==> src/rtl/edge_event_detector.sv <==
// rtl/edge_event_detector.sv - multi-channel edge detector with saturating counters
// and a round-robin val/rdy drain port.
module edge_event_detector #(
  parameter int p_num_chans   = 4,
  parameter int p_sync_stages = 2,
  parameter int p_cnt_width   = 8,
  localparam int p_chan_width = (p_num_chans > 1) ? $clog2(p_num_chans) : 1
) (
  input  logic                       clk,
  input  logic                       reset,
  input  logic [p_num_chans-1:0]     req_sig,
  input  logic [2*p_num_chans-1:0]   mode,
  output logic [p_num_chans-1:0]     edge_pulse,
  output logic                       resp_val,
  input  logic                       resp_rdy,
  output logic [p_chan_width-1:0]    resp_chan,
  output logic [p_cnt_width-1:0]     resp_count,
  output logic                       resp_ovf
);

  localparam logic [p_chan_width-1:0] last_chan = p_chan_width'(p_num_chans - 1);

  logic [p_num_chans-1:0] s;
  logic [p_num_chans-1:0] prev;
  logic [p_num_chans-1:0] rise;
  logic [p_num_chans-1:0] fall;
  logic [p_cnt_width-1:0] cnt [p_num_chans];
  logic [p_num_chans-1:0] ovf;
  logic [p_chan_width-1:0] rr_ptr;
  logic [p_chan_width-1:0] sel;
  logic [p_chan_width-1:0] rr_next;
  logic                    found;
  logic                    load;
  logic                    take;

  generate
    if (p_sync_stages == 0) begin : g_nosync
      assign s = req_sig;
    end else begin : g_sync
      logic [p_num_chans-1:0] sync_q [p_sync_stages];
      always_ff @(posedge clk or negedge reset) begin
        if (!reset) begin
          for (int k = 0; k < p_sync_stages; k++) sync_q[k] <= '0;
        end else begin
          sync_q[0] <= req_sig;
          for (int k = 1; k < p_sync_stages; k++) sync_q[k] <= sync_q[k-1];
        end
      end
      assign s = sync_q[p_sync_stages-1];
    end
  endgenerate

  assign rise = s & ~prev;
  assign fall = ~s & prev;

  always_comb begin
    edge_pulse = '0;
    for (int i = 0; i < p_num_chans; i++)
      edge_pulse[i] = (mode[2*i] & rise[i]) | (mode[2*i+1] & fall[i]);
  end

  // First non-empty channel at or after rr_ptr, wrapping.
  always_comb begin
    int idx_i;
    logic [p_chan_width-1:0] idx;
    found = 1'b0;
    sel   = '0;
    idx_i = 0;
    idx   = '0;
    for (int k = 0; k < p_num_chans; k++) begin
      idx_i = int'(rr_ptr) + k;
      if (idx_i >= p_num_chans) idx_i = idx_i - p_num_chans;
      idx = idx_i[p_chan_width-1:0];
      if (!found && cnt[idx] != '0) begin
        found = 1'b1;
        sel   = idx;
      end
    end
  end

  assign rr_next = (sel == last_chan) ? '0 : sel + 1'b1;
  assign load    = !resp_val || resp_rdy;
  assign take    = load && found;

  always_ff @(posedge clk or negedge reset) begin
    if (!reset) begin
      prev <= '0;
      ovf  <= '0;
      for (int i = 0; i < p_num_chans; i++) cnt[i] <= '0;
    end else begin
      prev <= s;
      for (int i = 0; i < p_num_chans; i++) begin
        // A pulse coinciding with the drain restarts the count at one.
        if (take && sel == p_chan_width'(i)) begin
          cnt[i] <= edge_pulse[i] ? p_cnt_width'(1) : '0;
          ovf[i] <= 1'b0;
        end else if (edge_pulse[i]) begin
          if (&cnt[i]) ovf[i] <= 1'b1;
          else         cnt[i] <= cnt[i] + 1'b1;
        end
      end
    end
  end

  always_ff @(posedge clk or negedge reset) begin
    if (!reset) begin
      resp_val   <= 1'b0;
      resp_chan  <= '0;
      resp_count <= '0;
      resp_ovf   <= 1'b0;
      rr_ptr     <= '0;
    end else if (load) begin
      resp_val <= found;
      if (found) begin
        resp_chan  <= sel;
        resp_count <= cnt[sel];
        resp_ovf   <= ovf[sel];
        rr_ptr     <= rr_next;
      end
    end
  end

endmodule

==> config.mk <==
export PLATFORM = sky130hd
export DESIGN_NAME = edge_event_detector
export DESIGN_NICKNAME = d
export VERILOG_FILES = /design/src/rtl/edge_event_detector.sv
export SDC_FILE = /design/constraint.sdc
export NUM_CORES = 1
export LEC_CHECK = 0
export ABC_AREA = 1
export CAP_MARGIN = 15
export CORE_UTILIZATION = 50
export CTS_BUF_LIST = sky130_fd_sc_hd__clkbuf_8 sky130_fd_sc_hd__clkbuf_16
export DETAILED_ROUTE_END_ITERATION = 8
export PLACE_DENSITY = 0.71
export SYNTH_ARGS = -nofsm -noshare
export SYNTH_HDL_FRONTEND = slang
export SYNTH_SLANG_ARGS = --single-unit
export TNS_END_PERCENT = 1
==> constraint.sdc <==
create_clock -name clk -period 2.38 [get_ports clk]
set_input_delay 0.357 -clock clk [delete_from_list [all_inputs] [get_ports clk]]
set_output_delay 0.357 -clock clk [all_outputs]
set_load 0.01 [all_outputs]
==> summary.md <==
| Metric | Value |
|---|---|
| Outcome | finished, violations left |
| Failing checks | setup timing |
| Final Hold Vio Count | 0 |
| Via count | 3726 |
| Post-synthesis compound-gate area fraction | 0.06794 |
| FF/Latch Area | approximately 1600 sq um |
| Initial DRC count | roughly 190 |
| Largest net degree at the start of global routing | 25 |
| EDFF count, synth | 0 |
| Ys flop type | dfrtp_1 |
| Crit. End Element | flip-flop |
| Hold WC Path Type | flip-flop to flip-flop |
| Std cell rows | 31 |
| # DRC | 0 |
| Max VDD drop | 0.0007538 V |
| Synth cell types | 35 |
| Yosys reg bits | 62 |
| Syn Area/Cell | between 7 and 8 sq um |
| Syn nets | approximately 560 |
| P&R area growth vs syn | 27.73% |
| Period utilization | 1.041 |
| Detail Placement HPWL | ~7.5 mm |
| Leakage | 2.529 nW |
| Cells after DPL | just over 700 |
| Drt wl/cell | between 10 and 15 um |
| Final worst slack | -0.09731 ns |
| FFs w/ async S/R, synth | 1.000 |
| Clock Root Buffer | clkbuf_8 |
| Most common cell after layout, fill and taps aside | nand2_1 |
| Global-route wire length before repair | ~16 mm |
| Layout cell share with drive strength beyond 1 | 0.1879 |
| CP Class | flip-flop to flip-flop |
| Worst-case clock buffer depth | 2 |
| CP Max Fanout | 9 |
| Port bufs | 30 |
| # diodes | 0 |
| Placer Congestion | between 0.9 and 1 |
| Total CTS buffers | 9 |
| CTS HTree Levels | 3 |
| CTS tree | done |
| Core ar. | 7370 sq um |
| Chip width | about 90 um |
| RSZ-0062 raised after global routing | true |
| Synth Instances | roughly 540 |
| Die ar. | 8091 sq um |
| Slew Viols, Final | 0 |
| DRT antenna net count | 0 |
| Initial core utilization | 0.5248 |
| Mux cell area share after synthesis | 0 |
| Fin cells | between 700 and 800 |
| I/O pin count | 31 |
| Grt ovf | 0 |
| Worst Tran Pin Value | 0.5263 ns |
| Synth Area in XOR/XNOR | 0.01553 |
| Tmin final | about 2.5 ns |
| Largest family of logic cells by synthesized area | simple AND/OR/NAND/NOR gates |
| Commonest cells after routing, fill and taps aside | 159 x nand2_1, 72 x inv_1, 62 x nand3_1, 61 x dfrtp_1, 48 x nor2_1 |
| Die height | approximately 90 um |
| Gr usage total | 0.2576 |
| Final #Nets | roughly 650 |
| Area taken by multi-input logic gates | approximately 2000 sq um |
| Startpoint type of the worst setup path | flip-flop |
| Number of global-route vias before repair | around 3500 |
| Slew HR | 0.6464 |
| Critical Path RT | 2.66 ns |
| Post-Synth Adder-Cell Area | 0.02588 |
| Worst-path clk slew | approximately 0.08 ns |
| Warnings, synthesis | 0 |
| Final setup fails | 26 |
| Layout fillers | 648 |
| Skew final | 0.009205 ns |
| Max_cap viols | 0 |
| Final Util | 0.6703 |
| Worst-Skew Late Latency | 0.35 ns |
| PwrDens | roughly 1400 nW/um^2 |
| DR vias/cell | 5.125 |
| Synthesized area | between 3000 and 4000 sq um |
| Post-Synth Simple-Gate Area | 0.3885 |
| Critical Path AT | around 2.8 ns |
| Initial antenna violation count | 0 |
| Detailed Routing Iterations Pass 1 | 4 |
| CTS Sinks | 62 |
| Register area share after synthesis | 0.4012 |
| Routed WL | around 10 mm |
| Max Fclk | approximately 0.4 GHz |
## metal layers
metal / track usage / up-vias / wire length (um)
li1: - / 1881 / -
met1: 0.3230 / 1738 / 4462
met2: 0.4359 / 89 / 4861
met3: 0.05499 / 18 / 426
met4: 0.09812 / 0 / 223
met5: 0 / - / 0
## registers in the layout, indices dropped and copies added (netlist names), 2 cells and up
name           flops
cnt               32
resp_count         8
g_sync.sync_q      4
ovf                4
prev               4
s                  4
resp_chan          2
rr_ptr             2
## layout make-up
cell class	count	share of cell area
clock inverter	7	0.01520
clock buffer	9	0.02508
sequential	62	0.3143
timing repair buffer	84	0.1492
inverter	78	0.06079
multi-input combinational	388	0.4103
tap	99	0.02508
## metrics by stage
step | area (sq um) | total power (W) | setup WS, ns | setup TNS [ns] | hold slack, ns
3_3_place_gp | 4557 | 0.005503 | 0.01553 | 0 | 0.2894
3_5_place_dp | 4557 | 0.005568 | -0.03485 | -0.09130 | 0.2941
6_report | 4940 | 0.006999 | -0.09731 | -1.297 | 0.3503
5_1_grt | 4940 | 0.007577 | -0.2584 | -7.059 | 0.3594
4_1_cts | 4792 | 0.006621 | -0.01751 | -0.05616 | 0.3521
2_1_floorplan | 3875 | 0.004213 | -0.008689 | -0.01573 | 0.06141
## repair_timing
action | 4_1_cts | 5_1_grt
hold buffers | 1 | 0
pin swaps | 2 | 11
gates resized for setup | 5 | 23
endpoints found under the hold margin | 14 | 0
setup buffers | 0 | 3
setup endpoints to repair | 14 | 46
gates cloned | 1 | 2
## worst max-delay path, stage by stage (launching register included)
cell and delay (ns):
dfrtp_2 0.49, clkbuf_16 0.19, xor2_2 0.19, nor2_1 0.12, nand2_1 0.07, nand2_2 0.10, inv_2 0.05, nor2_4 0.14
nand3_1 0.09, nand3_1 0.10, nand2_2 0.10, inv_4 0.10, ha_4 0.17, nand2_8 0.07, nand2_8 0.10, nand3_2 0.08
nand2_1 0.08, nand2_1 0.05, nor2_1 0.10
## cell families (layout without fill, tap and decap cells)
| family | count (synthesis) | after routing |
|---|---|---|
| AO/OA/AOI/OAI | 45 | 45 |
| XOR/XNOR | 6 | 6 |
| adder cells (fa/ha/maj) | 8 | 8 |
| buffers and inverters | 87 | 178 |
| flip-flops | 62 | 62 |
| AND/OR/NAND/NOR | 328 | 329 |
## report_power, final
group	internal (W)	switching [W]	leakage (nW)	total (W)
Combinational	0.00190	0.00259	1.64	0.00449
Sequential	0.00132	0.000242	0.799	0.00156
Clock	0.000484	0.000459	0.0914	0.000942
Total	0.00371	0.00329	2.53	0.00700
## Yosys cell counts, types with 7 or more instances
| master | number | area (sq um) |
|---|---|---|
| a21oi_1 | 12 | 60.06 |
| dfrtp_1 | 62 | 1551 |
| ha_1 | 8 | 100.1 |
| inv_1 | 72 | 270.3 |
| nand2_1 | 163 | 611.8 |
| nand2_2 | 10 | 62.56 |
| nand2_4 | 7 | 78.83 |
| nand3_1 | 63 | 315.3 |
| nor2_1 | 49 | 183.9 |
| nor3_1 | 13 | 65.06 |
| o21ai_0 | 16 | 80.08 |
## final timing paths
check	startpoint	to	slack, ns	cells past startpoint
min reg2reg	g_sync.sync_q[7]	s[3]	0.35	0
max reg2reg	rr_ptr[0]	cnt[7]	-0.1	18
max in group asynchronous	reset	cnt[9]	1.29	3
max	rr_ptr[0]	cnt[7]	-0.1	18
min in group asynchronous	reset	cnt[16]	0.44	2
min	g_sync.sync_q[7]	s[3]	0.35	0
No activity file was read; power rests on OpenSTA's default activity.
==> RTL edit: new RTL, same settings <==
`p_num_chans`: 4 -> 2.
--- a/src/rtl/edge_event_detector.sv
+++ b/src/rtl/edge_event_detector.sv
@@ -1,7 +1,7 @@
 // rtl/edge_event_detector.sv - multi-channel edge detector with saturating counters
 // and a round-robin val/rdy drain port.
 module edge_event_detector #(
-  parameter int p_num_chans   = 4,
+  parameter int p_num_chans   = 2,
   parameter int p_sync_stages = 2,
   parameter int p_cnt_width   = 8,
   localparam int p_chan_width = (p_num_chans > 1) ? $clog2(p_num_chans) : 1
Ports: changed (resized edge_pulse, mode, req_sig and resp_chan); port bits go from 31 to 22. No check against the original RTL was run, so the function may have changed too.
==> RTL edit against the unedited design <==
- utilization down 4.7 points
- setup slack improved by 0.54 ns
- design area decreased by 54%
- synthesized cell count shrank 53%
- wire length is 60% lower
- global-route usage is 3.3 points lower
- area after synthesis shrank 51%
- sequential cell count down 26
- register-to-register slack better by 0.61 ns
- power decreased by 66%
==> RTL edit: results (changes against the unedited design) <==
- Detailed placer's ending HPWL: 2850 µm (-62%)
- Detailed-routed wire length on met2: 1880 µm (-61%)
- Clk_skew: 0.00871 ns (-0.000490 ns)
- Antenna violations before repair: 0 (unchanged)
- Global Route met1 Usage: 28.5% (-3.8 points)
- Number of I/O port buffers: 21 (-30%)
- Root Buffer: clkbuf_8
- Clock transition time at the flip-flop clock pins of the worst setup and hold paths: 0.07 ns
- Highest routing layer actually used: met4
- Placed Area: 2160 µm² (-53%)
- Maximum number of pins on one net before global-route repair: 37 (+48%)
- Most area-consuming cells after synthesis: dfrtp_1 (47%), nand3_1 (13%), nand2_1 (12%)
- Share of synthesized cell area in full adder, half adder and majority cells: 1.32% (-1.3 points)
- Hold crit path type: reg2reg
- Fraction of synthesized area in multiplexers: 0% (unchanged)
- Total routing resource utilization after global routing: 22.5% (-3.3 points)
- Violation count after the first detailed-routing iteration: 90 (-52%)
- Leak pwr: 1.15 nW (-55%)
- Post-synthesis cell type count: 20 (-43%)
- Pin slew with the least headroom to its limit: 0.458 ns (-0.0684 ns)
- Met2 GRT Util: 36.7% (-6.9 points)
- Metal-1 WL: 1880 µm (-58%)
- Via count of the first global-routing pass: 1612 (-54%)
- Max stage delay cell, worst path: clkdlybuf4s50_1
- Delay of the slowest cell on the worst path: 0.55 ns (+0.06 ns)
- TritonCTS Buffers: 5 (-4)
- Commonest cells in the synthesized netlist: nand2_1 (62), nand3_1 (51), dfrtp_1 (36)
- Final Wtd Congestion: 0.834 (-7.5%)
- Antenna Diode Count: 0 (unchanged)
- Peak fanout along the critical path: 3 (-6)
- Average wire length per cell after detail routing: 12.2 µm (-11%)
- PostCTS Resize Cnt: 0 (-5)
- Layout cells sized above 1: 8.30% (-10 points)
- Latest clock arrival within the worst-skew pair: 0.29 ns (-0.06 ns)
- Met3 layer usage reported by global route: 4.17% (-1.3 points)
- First-pass GRT wire length: 7110 µm (-57%)
- Sequential area share after synthesis: 47.4% (+7.3 points)
- Result of the run: complete, no violations
- Via density: 5.18 (+1.2%)
- Dominant synthesized flop cell: dfrtp_1
- CTS H-Tree Depth: 2 (-1)
- Xor/xnor share of the synthesized area: 0% (-1.6 points)
- First-pass detailed-route iteration total: 5 (+1)
- Peak supply drop: 0.000734 V (-2.7%)
- DRC violation count after routing: 0 (unchanged)
- Area fraction in compound gates after synthesis: 4.41% (-2.4 points)
- Largest regs: cnt: 16 flops, resp_count: 8 flops
- Data arrival time of the critical path: 1.59 ns (-1.17 ns)
- Post-synth net total: 261 (-53%)
- Total length of routed met3 wires: 152 µm (-64%)
- Number of nets in the final layout: 287 (-56%)
- Largest delay contributor family on the critical path: buffers and inverters
[RTL edit: path summary, 6_finish.rpt]
kind                                      end  slack [ns]        startpoint  cells past startpoint
worst max register to register         cnt[3]        0.51            rr_ptr                     10
worst min register to register           s[1]        0.35  g_sync.sync_q[3]                      0
worst min-delay path                     s[1]        0.35  g_sync.sync_q[3]                      0
min in group asynchronous             prev[0]        0.49             reset                      2
worst max-delay path            edge_pulse[0]        0.44           mode[0]                      4
max in group asynchronous       resp_count[0]        1.56             reset                      2
[RTL edit: area by class of cell]
class / instances / area, µm²
Inverter: 31 / 116
Sequential cell: 36 / 901
Tap cell: 48 / 60.1
Multi-Input combinational cell: 176 / 832
Fill cell: 342 / 1380
Clock buffer: 7 / 96.3
Clock inverter: 1 / 30.0
Timing Repair Buffer: 26 / 248
[RTL edit: worst reg2reg max path, cell delays in order (launching register included)]
cell and delay (ns):
dfrtp_1 0.41, inv_1 0.19, nor2_1 0.06, nand3_1 0.08, nand2_1 0.05, nand2_1 0.08, inv_2 0.05, nand2_2 0.20
nand3_1 0.37, nand3_1 0.21, inv_1 0.05
[RTL edit: cell families (layout without fill, tap and decap cells)]
group / count (synthesis) / count (layout)
compound gates: 14 / 14
fa+ha+maj: 2 / 2
buf+inv: 38 / 65
flops: 36 / 36
simple gates: 160 / 160
[RTL edit: power breakdown]
| part | total (W) | internal, W | switching [W] |
|---|---|---|---|
| clock network | 0.000583 | 0.000370 | 0.000213 |
| registers | 0.000799 | 0.000702 | 0.0000971 |
| logic | 0.00103 | 0.000343 | 0.000688 |
| total | 0.00241 | 0.00141 | 0.000998 |
[RTL edit: per-stage QoR]
stage | setup WS [ns] | cells
floorplan | 0.864 | 250
global placement | 0.450 | 317
detailed placement | 0.434 | 317
CTS | 0.437 | 325
global route | 0.341 | 325
finish | 0.438 | 325
